**src/rtl/fft_cfg_pkg.sv**
```systemverilog
// Shared definitions for the FFT/IFFT configuration sequencer: FSM states,
// config word field layout and the word packing helper.
package fft_cfg_pkg;

    typedef enum logic [2:0] {
        IDLE,
        SEND_FWD,
        SEND_INV,
        SETTLE,
        DONE
    } cfgState_t;

    // Config word layout: [4:0] size, [7:5] zero, [8] direction,
    // [22:9] scaling schedule, [23] zero.
    localparam int CFG_W      = 24;
    localparam int SIZE_LSB   = 0;
    localparam int SIZE_W     = 5;
    localparam int FWDINV_BIT = 8;
    localparam int SCALE_LSB  = 9;
    localparam int SCALE_W    = 14;

    // Direction bit values carried in the FWD_INV field.
    localparam logic CFG_FWD = 1'b1;
    localparam logic CFG_INV = 1'b0;

    // Channel indices of the two config slots.
    localparam int FWD_CH = 0;
    localparam int INV_CH = 1;

    // Builds a config word; unused fields stay zero.
    function automatic logic [CFG_W-1:0] pack_cfg(
        input logic [SIZE_W-1:0]  size,
        input logic               fwdInv,
        input logic [SCALE_W-1:0] scale
    );
        logic [CFG_W-1:0] word;
        word = '0;
        word[SIZE_LSB +: SIZE_W]   = size;
        word[FWDINV_BIT]           = fwdInv;
        word[SCALE_LSB +: SCALE_W] = scale;
        return word;
    endfunction

endpackage

```
**src/rtl/axis_cfg_slot.sv**
```systemverilog
// One-entry AXI-Stream holding register: a load pulse captures a word and
// raises valid; valid drops on the handshake. Data is held between loads.
module axis_cfg_slot #(
    parameter int W = 24
) (
    input  logic         clk,
    input  logic         rstN,
    input  logic         load,
    input  logic [W-1:0] loadData,
    output logic         tValid,
    output logic [W-1:0] tData,
    input  logic         tReady
);

    // Load takes priority; otherwise the word is retired on handshake.
    always_ff @(posedge clk or negedge rstN) begin
        if (!rstN) begin
            tValid <= 1'b0;
            tData  <= '0;
        end else if (load) begin
            tValid <= 1'b1;
            tData  <= loadData;
        end else if (tValid && tReady) begin
            tValid <= 1'b0;
        end
    end

endmodule

```
**src/rtl/fft_config_sequencer.sv**
```systemverilog
// Sequences forward then inverse transform config words from one frame-size
// control, waits a settle interval and then reports the datapath configured.
module fft_config_sequencer
    import fft_cfg_pkg::*;
#(
    parameter int                 MIN_LOG2      = 3,
    parameter int                 MAX_LOG2      = 12,
    parameter logic [SCALE_W-1:0] SCALE_SCH     = 14'h2AAA,
    parameter int                 SETTLE_CYCLES = 4
) (
    input  logic             CLK,
    input  logic             RST_N,
    input  logic [3:0]       frameSize,
    input  logic             frameIdle,
    output logic [CFG_W-1:0] fwdTData,
    output logic             fwdTValid,
    input  logic             fwdTReady,
    output logic [CFG_W-1:0] invTData,
    output logic             invTValid,
    input  logic             invTReady,
    output logic             cfgDone,
    output logic             cfgBusy,
    output logic             sizeErr
);

    localparam int               CNT_W       = (SETTLE_CYCLES > 1) ? $clog2(SETTLE_CYCLES) : 1;
    localparam logic [3:0]       MIN_REQ     = 4'(MIN_LOG2);
    localparam logic [3:0]       MAX_REQ     = 4'(MAX_LOG2);
    localparam logic [CNT_W-1:0] SETTLE_LOAD = CNT_W'(SETTLE_CYCLES - 1);

    cfgState_t         state;
    logic [SIZE_W-1:0] effSize;
    logic [SIZE_W-1:0] targetSize;
    logic [SIZE_W-1:0] appliedSize;
    logic [SIZE_W-1:0] refSize;
    logic [3:0]        prevSize;
    logic              pending;
    logic              outOfRange;
    logic              startSeq;
    logic [CNT_W-1:0]  settleCnt;

    logic [1:0]        slotLoad;
    logic [1:0]        slotValid;
    logic [1:0]        slotReady;
    logic [CFG_W-1:0]  slotLoadData [2];
    logic [CFG_W-1:0]  slotData     [2];

    // Clamp the request, pick the comparison reference and drive slot loads.
    // While a sequence is in flight its target is the reference, so the
    // size already being applied does not re-arm pending.
    always_comb begin
        outOfRange = (frameSize < MIN_REQ) || (frameSize > MAX_REQ);
        if (frameSize < MIN_REQ) begin
            effSize = SIZE_W'(MIN_LOG2);
        end else if (frameSize > MAX_REQ) begin
            effSize = SIZE_W'(MAX_LOG2);
        end else begin
            effSize = SIZE_W'(frameSize);
        end
        refSize  = ((state == IDLE) || (state == DONE)) ? appliedSize : targetSize;
        startSeq = pending && frameIdle && ((state == IDLE) || (state == DONE));

        slotLoad[FWD_CH]     = startSeq;
        slotLoadData[FWD_CH] = pack_cfg(effSize, CFG_FWD, SCALE_SCH);
        slotLoad[INV_CH]     = (state == SEND_FWD) && fwdTValid && fwdTReady;
        slotLoadData[INV_CH] = pack_cfg(targetSize, CFG_INV, SCALE_SCH);
    end

    assign slotReady = {invTReady, fwdTReady};

    for (genvar gi = 0; gi < 2; gi++) begin : gSlot
        axis_cfg_slot #(
            .W(CFG_W)
        ) uSlot (
            .clk      (CLK),
            .rstN     (RST_N),
            .load     (slotLoad[gi]),
            .loadData (slotLoadData[gi]),
            .tValid   (slotValid[gi]),
            .tData    (slotData[gi]),
            .tReady   (slotReady[gi])
        );
    end

    assign fwdTValid = slotValid[FWD_CH];
    assign fwdTData  = slotData[FWD_CH];
    assign invTValid = slotValid[INV_CH];
    assign invTData  = slotData[INV_CH];

    // Sequencer FSM with registered status outputs and change tracking.
    always_ff @(posedge CLK or negedge RST_N) begin
        if (!RST_N) begin
            state       <= IDLE;
            targetSize  <= SIZE_W'(MIN_LOG2);
            appliedSize <= SIZE_W'(MIN_LOG2);
            prevSize    <= MIN_REQ;
            pending     <= 1'b1;
            settleCnt   <= '0;
            cfgBusy     <= 1'b0;
            cfgDone     <= 1'b0;
            sizeErr     <= 1'b0;
        end else begin
            prevSize <= frameSize;
            sizeErr  <= outOfRange && (frameSize != prevSize);

            if (startSeq) begin
                pending <= 1'b0;
            end else if (effSize != refSize) begin
                pending <= 1'b1;
            end

            case (state)
                IDLE, DONE: begin
                    if (startSeq) begin
                        state      <= SEND_FWD;
                        targetSize <= effSize;
                        cfgBusy    <= 1'b1;
                        cfgDone    <= 1'b0;
                    end
                end
                SEND_FWD: begin
                    if (fwdTValid && fwdTReady) begin
                        state <= SEND_INV;
                    end
                end
                SEND_INV: begin
                    if (invTValid && invTReady) begin
                        settleCnt <= SETTLE_LOAD;
                        state     <= SETTLE;
                    end
                end
                SETTLE: begin
                    if (settleCnt == '0) begin
                        appliedSize <= targetSize;
                        state       <= DONE;
                        cfgBusy     <= 1'b0;
                        cfgDone     <= 1'b1;
                    end else begin
                        settleCnt <= settleCnt - 1'b1;
                    end
                end
                default: begin
                    state   <= IDLE;
                    cfgBusy <= 1'b0;
                    cfgDone <= 1'b0;
                end
            endcase
        end
    end

endmodule
```
**config.mk**
```make
export PLATFORM = sky130hd
export DESIGN_NAME = fft_config_sequencer
export DESIGN_NICKNAME = d
export VERILOG_FILES = /design/src/rtl/fft_cfg_pkg.sv /design/src/rtl/axis_cfg_slot.sv /design/src/rtl/fft_config_sequencer.sv
export SDC_FILE = /design/constraint.sdc
export NUM_CORES = 1
export LEC_CHECK = 0
export ABC_AREA = 1
export BUFFER_PORTS_ARGS = -buffer_cell sky130_fd_sc_hd__buf_2
export CAP_MARGIN = 40
export CORE_MARGIN = 4
export CORE_UTILIZATION = 25
export DETAILED_ROUTE_END_ITERATION = 8
export HOLD_SLACK_MARGIN = 0.08
export PLACE_DENSITY = 0.56
export SYNTH_ARGS = -nofsm -noshare
export SYNTH_HDL_FRONTEND = slang
export SYNTH_SLANG_ARGS = --single-unit
```
**constraint.sdc**
```tcl
create_clock -name CLK -period 1.3 [get_ports CLK]
set_clock_uncertainty 0.2 [all_clocks]
set_input_delay 0.26 -clock CLK [delete_from_list [all_inputs] [get_ports CLK]]
set_output_delay 0.26 -clock CLK [all_outputs]
set_load 0.005 [all_outputs]
```
==> results.json, run 1 <==
{
  "clkTransAtPathRegs_ns": 0.06,
  "finalWorstPathRequiredPeriod_ns": 1.47,
  "grt_max_degree": 17,
  "setup_viol": 42,
  "total_power_mw": 4.97,
  "io_buffers": 36,
  "cpPeakStageDelay_ns": 0.49,
  "r2r_start": "state[1]$_DFFE_PN0P_",
  "yosysWarnings": 0,
  "drive_above_1_share": 0.431,
  "outcome": "finished with violations",
  "routed_via_density": 3.91,
  "hpwl_mm": 2.76,
  "cts_max_path_buffers": 2,
  "slowest_stage": "dfrtp_2",
  "rrSetupSlack_ns": -0.17,
  "wl_per_cell_um": 10.5,
  "setup.worst_path.class": "register to register",
  "start_kind": "register",
  "pin_count": 62,
  "crit_fanout": 10,
  "die_area_sq_um": 8430,
  "drc": 0,
  "first_pass_iters": 4,
  "setup-tns-final_ns": -3.76,
  "fp-row-count": 30,
  "grt.total_usage": 0.0929,
  "layout.nets": 283,
  "synth_top_area_frac": 0.342,
  "multi_input_area_sq_um": 747,
  "routed_wl_mm": 3.88,
  "drt-initial-drc-count": 59,
  "maxCapViolations": 0,
  "synthTopCellsByArea": "dfrtp_1, buf_4, nand2_1, dfstp_2, o21ai_1",
  "power_density_nw_per_um2": 2000,
  "vdd_drop_max_v": 0.000938,
  "die_y_um": 91.8,
  "p_int_mw": 3.08,
  "hold_path_class": "primary input to register",
  "fin_ws_ns": -0.169,
  "critical_path_required_ns": 1.26,
  "cts-root-buf": "clkbuf_8",
  "cp-end-kind": "register",
  "switchingPower_mw": 1.88,
  "tritoncts": "done",
  "overflow": 0,
  "synth_cell_types": 30,
  "n_antenna_cell": 0,
  "cts-htree-levels": 2,
  "synth_seq_cells": 31,
  "hold_violations": 0,
  "hp-start": "fwdTReady",
  "seqPwrFrac": 0.339,
  "core_sq_um": 6790,
  "syn_avg_cell_area_sq_um": 8.70,
  "grt_pass1_wl_mm": 6.27,
  "synth_top_area_cell": "dfrtp_1",
  "grt_pass1_vias": 1357,
  "clock_latency_ns": 0.28,
  "crit_chain": "nor3_4, nand3_4, nand2_1, o21ai_1",
  "syn_inst": 202,
  "clkSinkCount": 31,
  "antenna_found_initial": 0,
  "arrival_ns": 1.43,
  "dp_cells": 337,
  "cts_buffers": 5,
  "fmax_mhz": 681,
  "start_util": 0.259,
  "seqCellArea_sq_um": 791,
  "cp-startpoint": "state[1]$_DFFE_PN0P_",
  "post-route-period-util": 1.13,
  "reg2reg_depth": 4,
  "nFillCells": 707,
  "stdcell_count": 370,
  "slew_viol_final": 0,
  "die-width_um": 91.8,
  "cellLeakagePower_nw": 1.24,
  "yosysSeqAreaShare": 0.447,
  "num_vias": 1446,
  "r2r_end": "gSlot[1].uSlot.tData[0]$_DFFE_PN0P_",
  "violations": "setup timing",
  "rsz0062_at_grt": "yes",
  "clkPwrFrac": 0.165,
  "syn_area_sq_um": 1760,
  "gp_routability_congestion": 0.764,
  "endpoint": "gSlot[1].uSlot.tData[0]$_DFFE_PN0P_",
  "area_growth_pct": 41.4,
  "ant_nets": 0,
  "comb_power_share": 0.496,
  "sw_frac_of_total": 0.379
}
[cell families (layout without fill, tap and decap cells)]
logic type | after synthesis | after routing | synth area share
adder cells (fa/ha/maj) | 1 | 1 | 0.00712
buffers and inverters | 60 | 108 | 0.220
other | 1 | 25 | 0.00213
XOR/XNOR | 4 | 4 | 0.0199
AND/OR/NAND/NOR | 76 | 76 | 0.214
flip-flops | 31 | 31 | 0.447
AO/OA/AOI/OAI | 29 | 29 | 0.0905
[layout by cell type, fill, tap and decap left out, types with 5 or more instances in the layout]
cell / netlist / routed
dfrtp_2: 0 / 5
buf_6: 1 / 19
nand2_1: 50 / 45
dfstp_2: 7 / 7
nor2_1: 5 / 5
nand3_1: 7 / 6
inv_1: 15 / 15
dfrtp_1: 24 / 19
o21ai_1: 15 / 18
conb_1: 1 / 25
buf_4: 40 / 29
clkbuf_8: 0 / 7
buf_2: 0 / 25
dlygate4sd3_1: 0 / 7
[synth_stat cells, drive strengths merged]
library cell	n
a21oi	2
a32oi	1
buf	41
clkinv	1
conb	1
dfrtp	24
dfstp	7
ha	1
inv	18
nand2	52
nand3	9
nand3b	1
nand4	2
nor2	8
nor3	1
o21ai	25
o21bai	1
or2	3
xnor2	2
xor2	2
[routing by layer]
layer,global-route usage,share of wire,up-vias
met5,0,0,-
met4,0.0223,0.0044,0
met3,0.0263,0.088,2
met2,0.149,0.47,61
met1,0.124,0.43,665
li1,-,-,718
[layout make-up]
type	count	share of cell area
clock buffer	8	0.0403
inverter	19	0.0317
multi-input combinational	135	0.301
sequential	31	0.318
tap	96	0.0484
timing repair buffer	81	0.260
[stage by stage]
| stage | utilization | area, sq um | hold WS, ns | worst slack (ns) |
|---|---|---|---|---|
| 5_1_grt | 0.366 | 2480 | 0.161 | -0.243 |
| 4_1_cts | 0.353 | 2400 | 0.147 | -0.164 |
| 6_report | 0.366 | 2480 | 0.152 | -0.169 |
| 3_3_place_gp | 0.296 | 2010 | 0.0134 | -0.212 |
| 2_1_floorplan | - | 1860 | -0.236 | -0.0820 |
| 3_5_place_dp | 0.296 | 2010 | 0.0166 | -0.273 |
[worst max-delay path, delay by kind of cell, from the launching register on]
| family | cells | cell delay, ns |
|---|---|---|
| compound gates | 1 | 0.06 |
| flops | 1 | 0.49 |
| simple gates | 3 | 0.59 |
[worst min path at each step]
stage	slack, ns	endpoint	cells past startpoint
2_1_floorplan	-0.24	appliedSize[2]$_DFFE_PN0P_	0
3_3_place_gp	0.01	prevSize[3]$_DFF_PN0_	1
3_5_place_dp	0.02	sizeErr$_DFF_PN0_	1
4_1_cts	0.15	sizeErr$_DFF_PN0_	3
5_1_grt	0.16	gSlot[1].uSlot.tData[10]$_DFFE_PN0P_	3
6_report	0.15	gSlot[1].uSlot.tData[10]$_DFFE_PN0P_	3
[state kept, by name, indices dropped and copies added, names as in the netlist, 2 cells and up]
signal	cells
appliedSize	4
gSlot.uSlot.tData	9
gSlot.uSlot.tValid	2
prevSize	4
settleCnt	2
state	3
targetSize	3
[power by group through the flow]
stage	Combinational, mW	Sequential (mW)	Clock, mW
2_1_floorplan	1.34	1.62	0
3_3_place_gp	1.88	1.68	0
3_5_place_dp	1.93	1.68	0
4_1_cts	2.37	1.69	0.848
5_1_grt	2.79	1.75	0.898
6_report	2.46	1.68	0.821
[what timing repair did]
item	in CTS	in global routing
endpoints found under the hold margin	37	0
setup buffers	14	4
endpoints found under the setup margin	43	45
gates resized for setup	32	14
hold buffers	7	0
pin swaps	7	0
Note: power is estimated with default switching activity, not from simulation.
==> run 2: changes to the inputs <==
--- a/config.mk
+++ b/config.mk
@@ -12,7 +12,7 @@
 export CORE_UTILIZATION = 25
 export DETAILED_ROUTE_END_ITERATION = 8
 export HOLD_SLACK_MARGIN = 0.08
-export PLACE_DENSITY = 0.56
+export PLACE_DENSITY = 0.55
 export SYNTH_ARGS = -nofsm -noshare
 export SYNTH_HDL_FRONTEND = slang
 export SYNTH_SLANG_ARGS = --single-unit
==> constraint.sdc (replaced) <==
create_clock -name CLK -period 1.4 [get_ports CLK]
set_clock_uncertainty 0.2 [all_clocks]
set_input_delay 0.28 -clock CLK [delete_from_list [all_inputs] [get_ports CLK]]
set_output_delay 0.28 -clock CLK [all_outputs]
set_load 0.005 [all_outputs]
==> run 2 against run 1 <==
The run still ends with setup timing left. Utilization down 2.4 points. Critical path type unchanged. Routed wire length increased by 2.5%. Power shrank 6.4%.
==> results.json, run 2 (synthesis results as in run 1) <==
{
  "outcome": "finished with violations",
  "violations": "setup timing",
  "final_common_cell": "nand2_1",
  "tritoncts": "done",
  "maxCapViolations": 0,
  "cts_buffers": 5,
  "top_layer": "met4",
  "rsz0062_at_grt": "yes",
  "wl_met2_mm": 1.88,
  "hold_path_class": "primary input to register",
  "grt_pass1_wl_mm": 6.24,
  "finalWorstPathRequiredPeriod_ns": 1.45,
  "area_growth_pct": 32.3,
  "cp-end-kind": "register",
  "cp-startpoint": "state[1]$_DFFE_PN0P_",
  "slew_viol_final": 0,
  "r2r_start": "state[1]$_DFFE_PN0P_",
  "io_buffers": 36,
  "mostFrequentLayoutCells": "nand2_1, buf_2, conb_1",
  "drt-initial-drc-count": 29,
  "place_area_sq_um": 1950,
  "hpwl_mm": 2.84,
  "largest_register": "gSlot.uSlot.tData",
  "endpoint": "gSlot[1].uSlot.tData[1]$_DFFE_PN0P_",
  "clkTransAtPathRegs_ns": 0.07,
  "reg2reg_depth": 5,
  "antenna_found_initial": 0,
  "routed_via_density": 3.94,
  "seqPwrFrac": 0.347,
  "critical_path_required_ns": 1.37,
  "cts_max_path_buffers": 2,
  "switchingPower_mw": 1.86,
  "first_pass_iters": 4,
  "die_y_um": 91.8,
  "cts-htree-levels": 2,
  "grt_pass1_vias": 1328,
  "sw_frac_of_total": 0.399,
  "stdcell_count": 355,
  "drive_above_1_share": 0.417,
  "routed_wl_mm": 3.98,
  "clkPwrFrac": 0.168,
  "r2r_end": "gSlot[1].uSlot.tData[1]$_DFFE_PN0P_",
  "fp-row-count": 30,
  "setup.worst_path.class": "register to register",
  "grt_max_degree": 22,
  "rrSetupSlack_ns": -0.05,
  "fin_ws_ns": -0.0478,
  "fmax_mhz": 691,
  "arrival_ns": 1.42,
  "cellLeakagePower_nw": 1.13,
  "vdd_drop_max_v": 0.000748,
  "power_density_nw_per_um2": 2000,
  "hold_violations": 0,
  "grt.total_usage": 0.0941,
  "cts-root-buf": "clkbuf_8",
  "post-route-period-util": 1.03,
  "die_area_sq_um": 8430,
  "start_util": 0.259,
  "start_kind": "register",
  "die-width_um": 91.8,
  "layout.nets": 268,
  "wl_per_cell_um": 11.2,
  "p_int_mw": 2.80,
  "postLayoutCellArea_sq_um": 2320,
  "dp_cells": 330,
  "clkSinkCount": 31,
  "core_sq_um": 6790,
  "overflow": 0,
  "met3_length_um": 249,
  "reg_top3": "gSlot.uSlot.tData (9), appliedSize (4), prevSize (4)",
  "largest_reg_flops": 9,
  "ant_nets": 0,
  "num_vias": 1398,
  "clock_latency_ns": 0.29,
  "setup_viol": 13,
  "met1_length_mm": 1.77,
  "gp_routability_congestion": 0.748,
  "n_antenna_cell": 0,
  "drc": 0,
  "crit_fanout": 6,
  "pin_count": 62,
  "comb_power_share": 0.486
}
[run 2: cell count changes in the layout (fill, tap and decap cells not counted), sizes merged]
cell	delta
buf	-16
nand3	+1
[run 2: what timing repair did]
action | 4_1_cts | 5_1_grt
gates resized for setup | 10 | 28
cloned | 0 | 1
pin swaps | 5 | 9
setup buffers | 6 | 3
hold buffers | 7 | 0
endpoints found under the hold margin | 30 | 0
setup endpoints to repair | 20 | 29
[run 2: layout make-up]
class,instances,area [sq um]
Fill cell,705,4470
Sequential cell,31,790
Multi-Input combinational cell,136,778
Timing Repair Buffer,65,457
Tap cell,96,120
Clock buffer,8,100
Inverter,19,78.8
[run 2: how the worst min path moves through the flow]
stage | start | endpoint | slack, ns | depth (start not counted)
after floorplan | RST_N | appliedSize[2]$_DFFE_PN0P_ | -0.22 | 0
after global routing | fwdTReady | gSlot[1].uSlot.tData[10]$_DFFE_PN0P_ | 0.13 | 3
after detailed placement | RST_N | gSlot[0].uSlot.tData[8]$_DFFE_PN0P_ | -0.02 | 1
final | fwdTReady | gSlot[1].uSlot.tData[10]$_DFFE_PN0P_ | 0.13 | 3
after CTS | frameSize[2] | sizeErr$_DFF_PN0_ | 0.12 | 4
after global placement | RST_N | gSlot[0].uSlot.tData[8]$_DFFE_PN0P_ | -0.02 | 1
[run 2: metrics by stage]
step / worst slack [ns] / power [mW] / setup TNS [ns] / utilization / hold slack [ns]
global placement: -0.105 / 3.25 / -0.780 / 0.287 / -0.0245
CTS: -0.0147 / 4.31 / -0.0319 / 0.324 / 0.124
global route: -0.118 / 5.07 / -1.40 / 0.342 / 0.134
finish: -0.0478 / 4.65 / -0.308 / 0.342 / 0.131
detailed placement: -0.130 / 3.29 / -1.29 / 0.287 / -0.0225
floorplan: 0.0175 / 2.74 / 0 / - / -0.216
[run 2: routing by layer]
metal,global-route usage,up-vias
met3,0.0312,6
met1,0.117,656
met4,0.0371,0
met2,0.150,44
li1,-,692
met5,0,-
[run 2: power groups by stage]
| stage | Combinational, mW | Sequential, mW | Clock (mW) |
|---|---|---|---|
| 2_1_floorplan | 1.24 | 1.50 | 0 |
| 3_3_place_gp | 1.68 | 1.57 | 0 |
| 3_5_place_dp | 1.72 | 1.57 | 0 |
| 4_1_cts | 1.94 | 1.57 | 0.802 |
| 5_1_grt | 2.57 | 1.66 | 0.843 |
| 6_report | 2.26 | 1.61 | 0.779 |
[run 2: worst max-delay path, cell delays in order (launching register included)]
cell,delay [ns]
dfrtp_2,0.49
nor3_4,0.27
buf_6,0.14
nand3_4,0.10
nand2_1,0.07
o21ai_1,0.07
==> run 3: changes to the inputs <==
--- a/config.mk
+++ b/config.mk
@@ -5,7 +5,6 @@
 export SDC_FILE = /design/constraint.sdc
 export NUM_CORES = 1
 export LEC_CHECK = 0
-export ABC_AREA = 1
 export BUFFER_PORTS_ARGS = -buffer_cell sky130_fd_sc_hd__buf_2
 export CAP_MARGIN = 40
 export CORE_MARGIN = 4
==> constraint.sdc (replaced) <==
create_clock -name CLK -period 1.9 [get_ports CLK]
set_clock_uncertainty 0.2 [all_clocks]
set_input_delay 0.38 -clock CLK [delete_from_list [all_inputs] [get_ports CLK]]
set_output_delay 0.38 -clock CLK [all_outputs]
set_load 0.005 [all_outputs]
==> run 3 against run 2 <==
The run now ends clean. Non-clock buffer count decreased by 17. Via count fell by 13%. Clock power shrank 38%. Hold slack lost 0.030 ns. Utilization fell by 4.6 points.
==> results.json, run 3 <==
{
  "outcome": "complete, no violations",
  "synthTopCellsByArea": "dfrtp_1, buf_4, dfstp_2, mux2_2, nand2_1",
  "die-width_um": 92.7,
  "maxCapViolations": 0,
  "nFillCells": 724,
  "routed_via_density": 3.98,
  "clkTransAtPathRegs_ns": 0.06,
  "wl_per_cell_um": 11.5,
  "tritoncts": "done",
  "num_vias": 1221,
  "syn_area_sq_um": 1790,
  "layout.nets": 220,
  "wl_met2_mm": 1.72,
  "pin_count": 62,
  "comb_power_share": 0.437,
  "grt.total_usage": 0.0829,
  "cp-end-kind": "register",
  "seqPwrFrac": 0.394,
  "vdd_drop_max_v": 0.000524,
  "crit_fanout": 11,
  "syn_inst": 177,
  "grt_pass1_vias": 1126,
  "top_layer": "met4",
  "clkSinkCount": 31,
  "yosysWarnings": 0,
  "clkPwrFrac": 0.169,
  "reg_top3": "gSlot.uSlot.tData (9), appliedSize (4), prevSize (4)",
  "drc": 0,
  "dp_cells": 296,
  "drive_above_1_share": 0.355,
  "crit_chain": "buf_4, o21a_1, a211oi_2, o21ai_1, a311oi_1, a21boi_1",
  "synth_top_area_cell": "dfrtp_1",
  "drt-initial-drc-count": 37,
  "stdcell_count": 307,
  "cellLeakagePower_nw": 0.973,
  "rsz0062_at_grt": "no",
  "cts_buffers": 5,
  "routed_wl_mm": 3.52,
  "finalWorstPathRequiredPeriod_ns": 1.77,
  "slowest_stage": "dfrtp_1",
  "syn_avg_cell_area_sq_um": 10.1,
  "die_area_sq_um": 8600,
  "arrival_ns": 1.77,
  "hold_violations": 0,
  "cts-htree-levels": 2,
  "synth_cell_types": 39,
  "met1_length_mm": 1.58,
  "fmax_mhz": 564,
  "largest_register": "gSlot.uSlot.tData",
  "met3_length_um": 169,
  "start_kind": "register",
  "antenna_found_initial": 0,
  "cts-root-buf": "clkbuf_8",
  "grt_max_degree": 32,
  "gp_routability_congestion": 0.742,
  "switchingPower_mw": 1.02,
  "yosysSeqAreaShare": 0.437,
  "synth_common_cells": "buf_4, dfrtp_1, nand2_1",
  "clock_latency_ns": 0.28,
  "synth_top_area_frac": 0.335,
  "hpwl_mm": 2.66,
  "ys.flop_type": "dfrtp_1",
  "largest_reg_flops": 9,
  "ant_nets": 0,
  "first_pass_iters": 4,
  "synth-edff-count": 0,
  "sw_frac_of_total": 0.356,
  "n_antenna_cell": 0,
  "overflow": 0,
  "fp-row-count": 30,
  "setup_viol": 0,
  "io_buffers": 36,
  "area_growth_pct": 13.5,
  "setup-tns-final_ns": 0,
  "synth-async-reset-ratio": 1.00,
  "synth_most_common_cell": "buf_4",
  "fin_util": 0.296,
  "cpPeakStageDelay_ns": 0.40,
  "final_common_cell": "buf_2",
  "synth_seq_cells": 31,
  "post-route-period-util": 0.934,
  "start_util": 0.261,
  "die_y_um": 92.7,
  "hold_path_class": "primary input to register",
  "p_int_mw": 1.85,
  "mostFrequentLayoutCells": "buf_2, conb_1, dfrtp_1",
  "critical_path_required_ns": 1.90,
  "grt_pass1_wl_mm": 5.60,
  "slew_viol_final": 0,
  "cts_max_path_buffers": 2,
  "core_sq_um": 6870,
  "setup.worst_path.class": "register to register",
  "power_density_nw_per_um2": 1410
}
==> run 3: timing repair <==
| action | CTS | global route |
|---|---|---|
| endpoints found under the hold margin | 26 | 0 |
| resized for setup | 0 | 3 |
| setup buffers | 0 | 0 |
| endpoints found under the setup margin | 0 | 1 |
| hold buffers | 3 | 0 |
==> run 3: cell families (layout without fill, tap and decap cells) <==
logic type                 Yosys count  after routing  share of synthesized area
AOI/OAI and AO/OA                   27             27                      0.103
xor gates and xnor gates             5              5                     0.0244
adders and majority gates            1              1                    0.00697
buffers and inverters               52             62                      0.203
DFF                                 31             31                      0.437
muxes                               16             16                     0.0976
other                                1             25                    0.00209
and+or+nand+nor                     44             44                      0.126
==> run 3: worst paths after layout <==
check                                               startpoint                                  end  slack (ns)  cells after the start
setup / recovery                          state[1]$_DFFE_PN0P_                  pending$_DFFE_PN1P_        0.13                      6
hold / removal                                       fwdTReady    gSlot[0].uSlot.tValid$_DFFE_PN0P_        0.10                      2
setup reg to reg                          state[1]$_DFFE_PN0P_                  pending$_DFFE_PN1P_        0.13                      6
hold reg to reg            gSlot[0].uSlot.tData[1]$_DFFE_PN0P_  gSlot[0].uSlot.tData[1]$_DFFE_PN0P_        0.28                      2
max in group asynchronous                                RST_N           appliedSize[1]$_DFFE_PN1P_        0.72                      3
min in group asynchronous                                RST_N                prevSize[2]$_DFF_PN0_        0.46                      3
==> run 3: final cells by class <==
type	count	area [sq um]	area share
well taps	96	120	0.0590
repair buffers	48	278	0.136
flip-flops and latches	31	785	0.385
clock buffers	8	80.1	0.0393
multi-input cells	118	751	0.369
inverters	6	22.5	0.0111
==> run 3: routing by layer <==
layer  global-route usage  vias to the layer above
li1                     -                      597
met1                0.103                      582
met2                0.135                       35
met3               0.0244                        7
met4               0.0330                        0
met5                    0                        -
==> run 3: worst max-delay path: cells and delay by family (launching register included) <==
| family | cells | cell delay (ns) |
|---|---|---|
| flip-flops | 1 | 0.40 |
| buffers and inverters | 1 | 0.19 |
| AO/OA/AOI/OAI | 5 | 0.91 |
==> run 3: through the flow <==
step	worst slack, ns	hold WS (ns)	total power, mW	instance area, sq um
global route	0.000224	0.135	3.11	2040
detailed placement	0.0379	0.228	2.37	1910
global placement	0.111	0.224	2.34	1910
CTS	0.0347	0.0943	2.88	2020
finish	0.126	0.101	2.87	2040
floorplan	0.145	-0.116	2.07	1880
==> run 3: power groups by stage <==
stage | clock network (mW) | logic, mW | registers, mW
finish | 0.485 | 1.25 | 1.13
global route | 0.535 | 1.40 | 1.17
CTS | 0.511 | 1.24 | 1.13
detailed placement | 0 | 1.23 | 1.14
global placement | 0 | 1.20 | 1.13
floorplan | 0 | 0.957 | 1.12
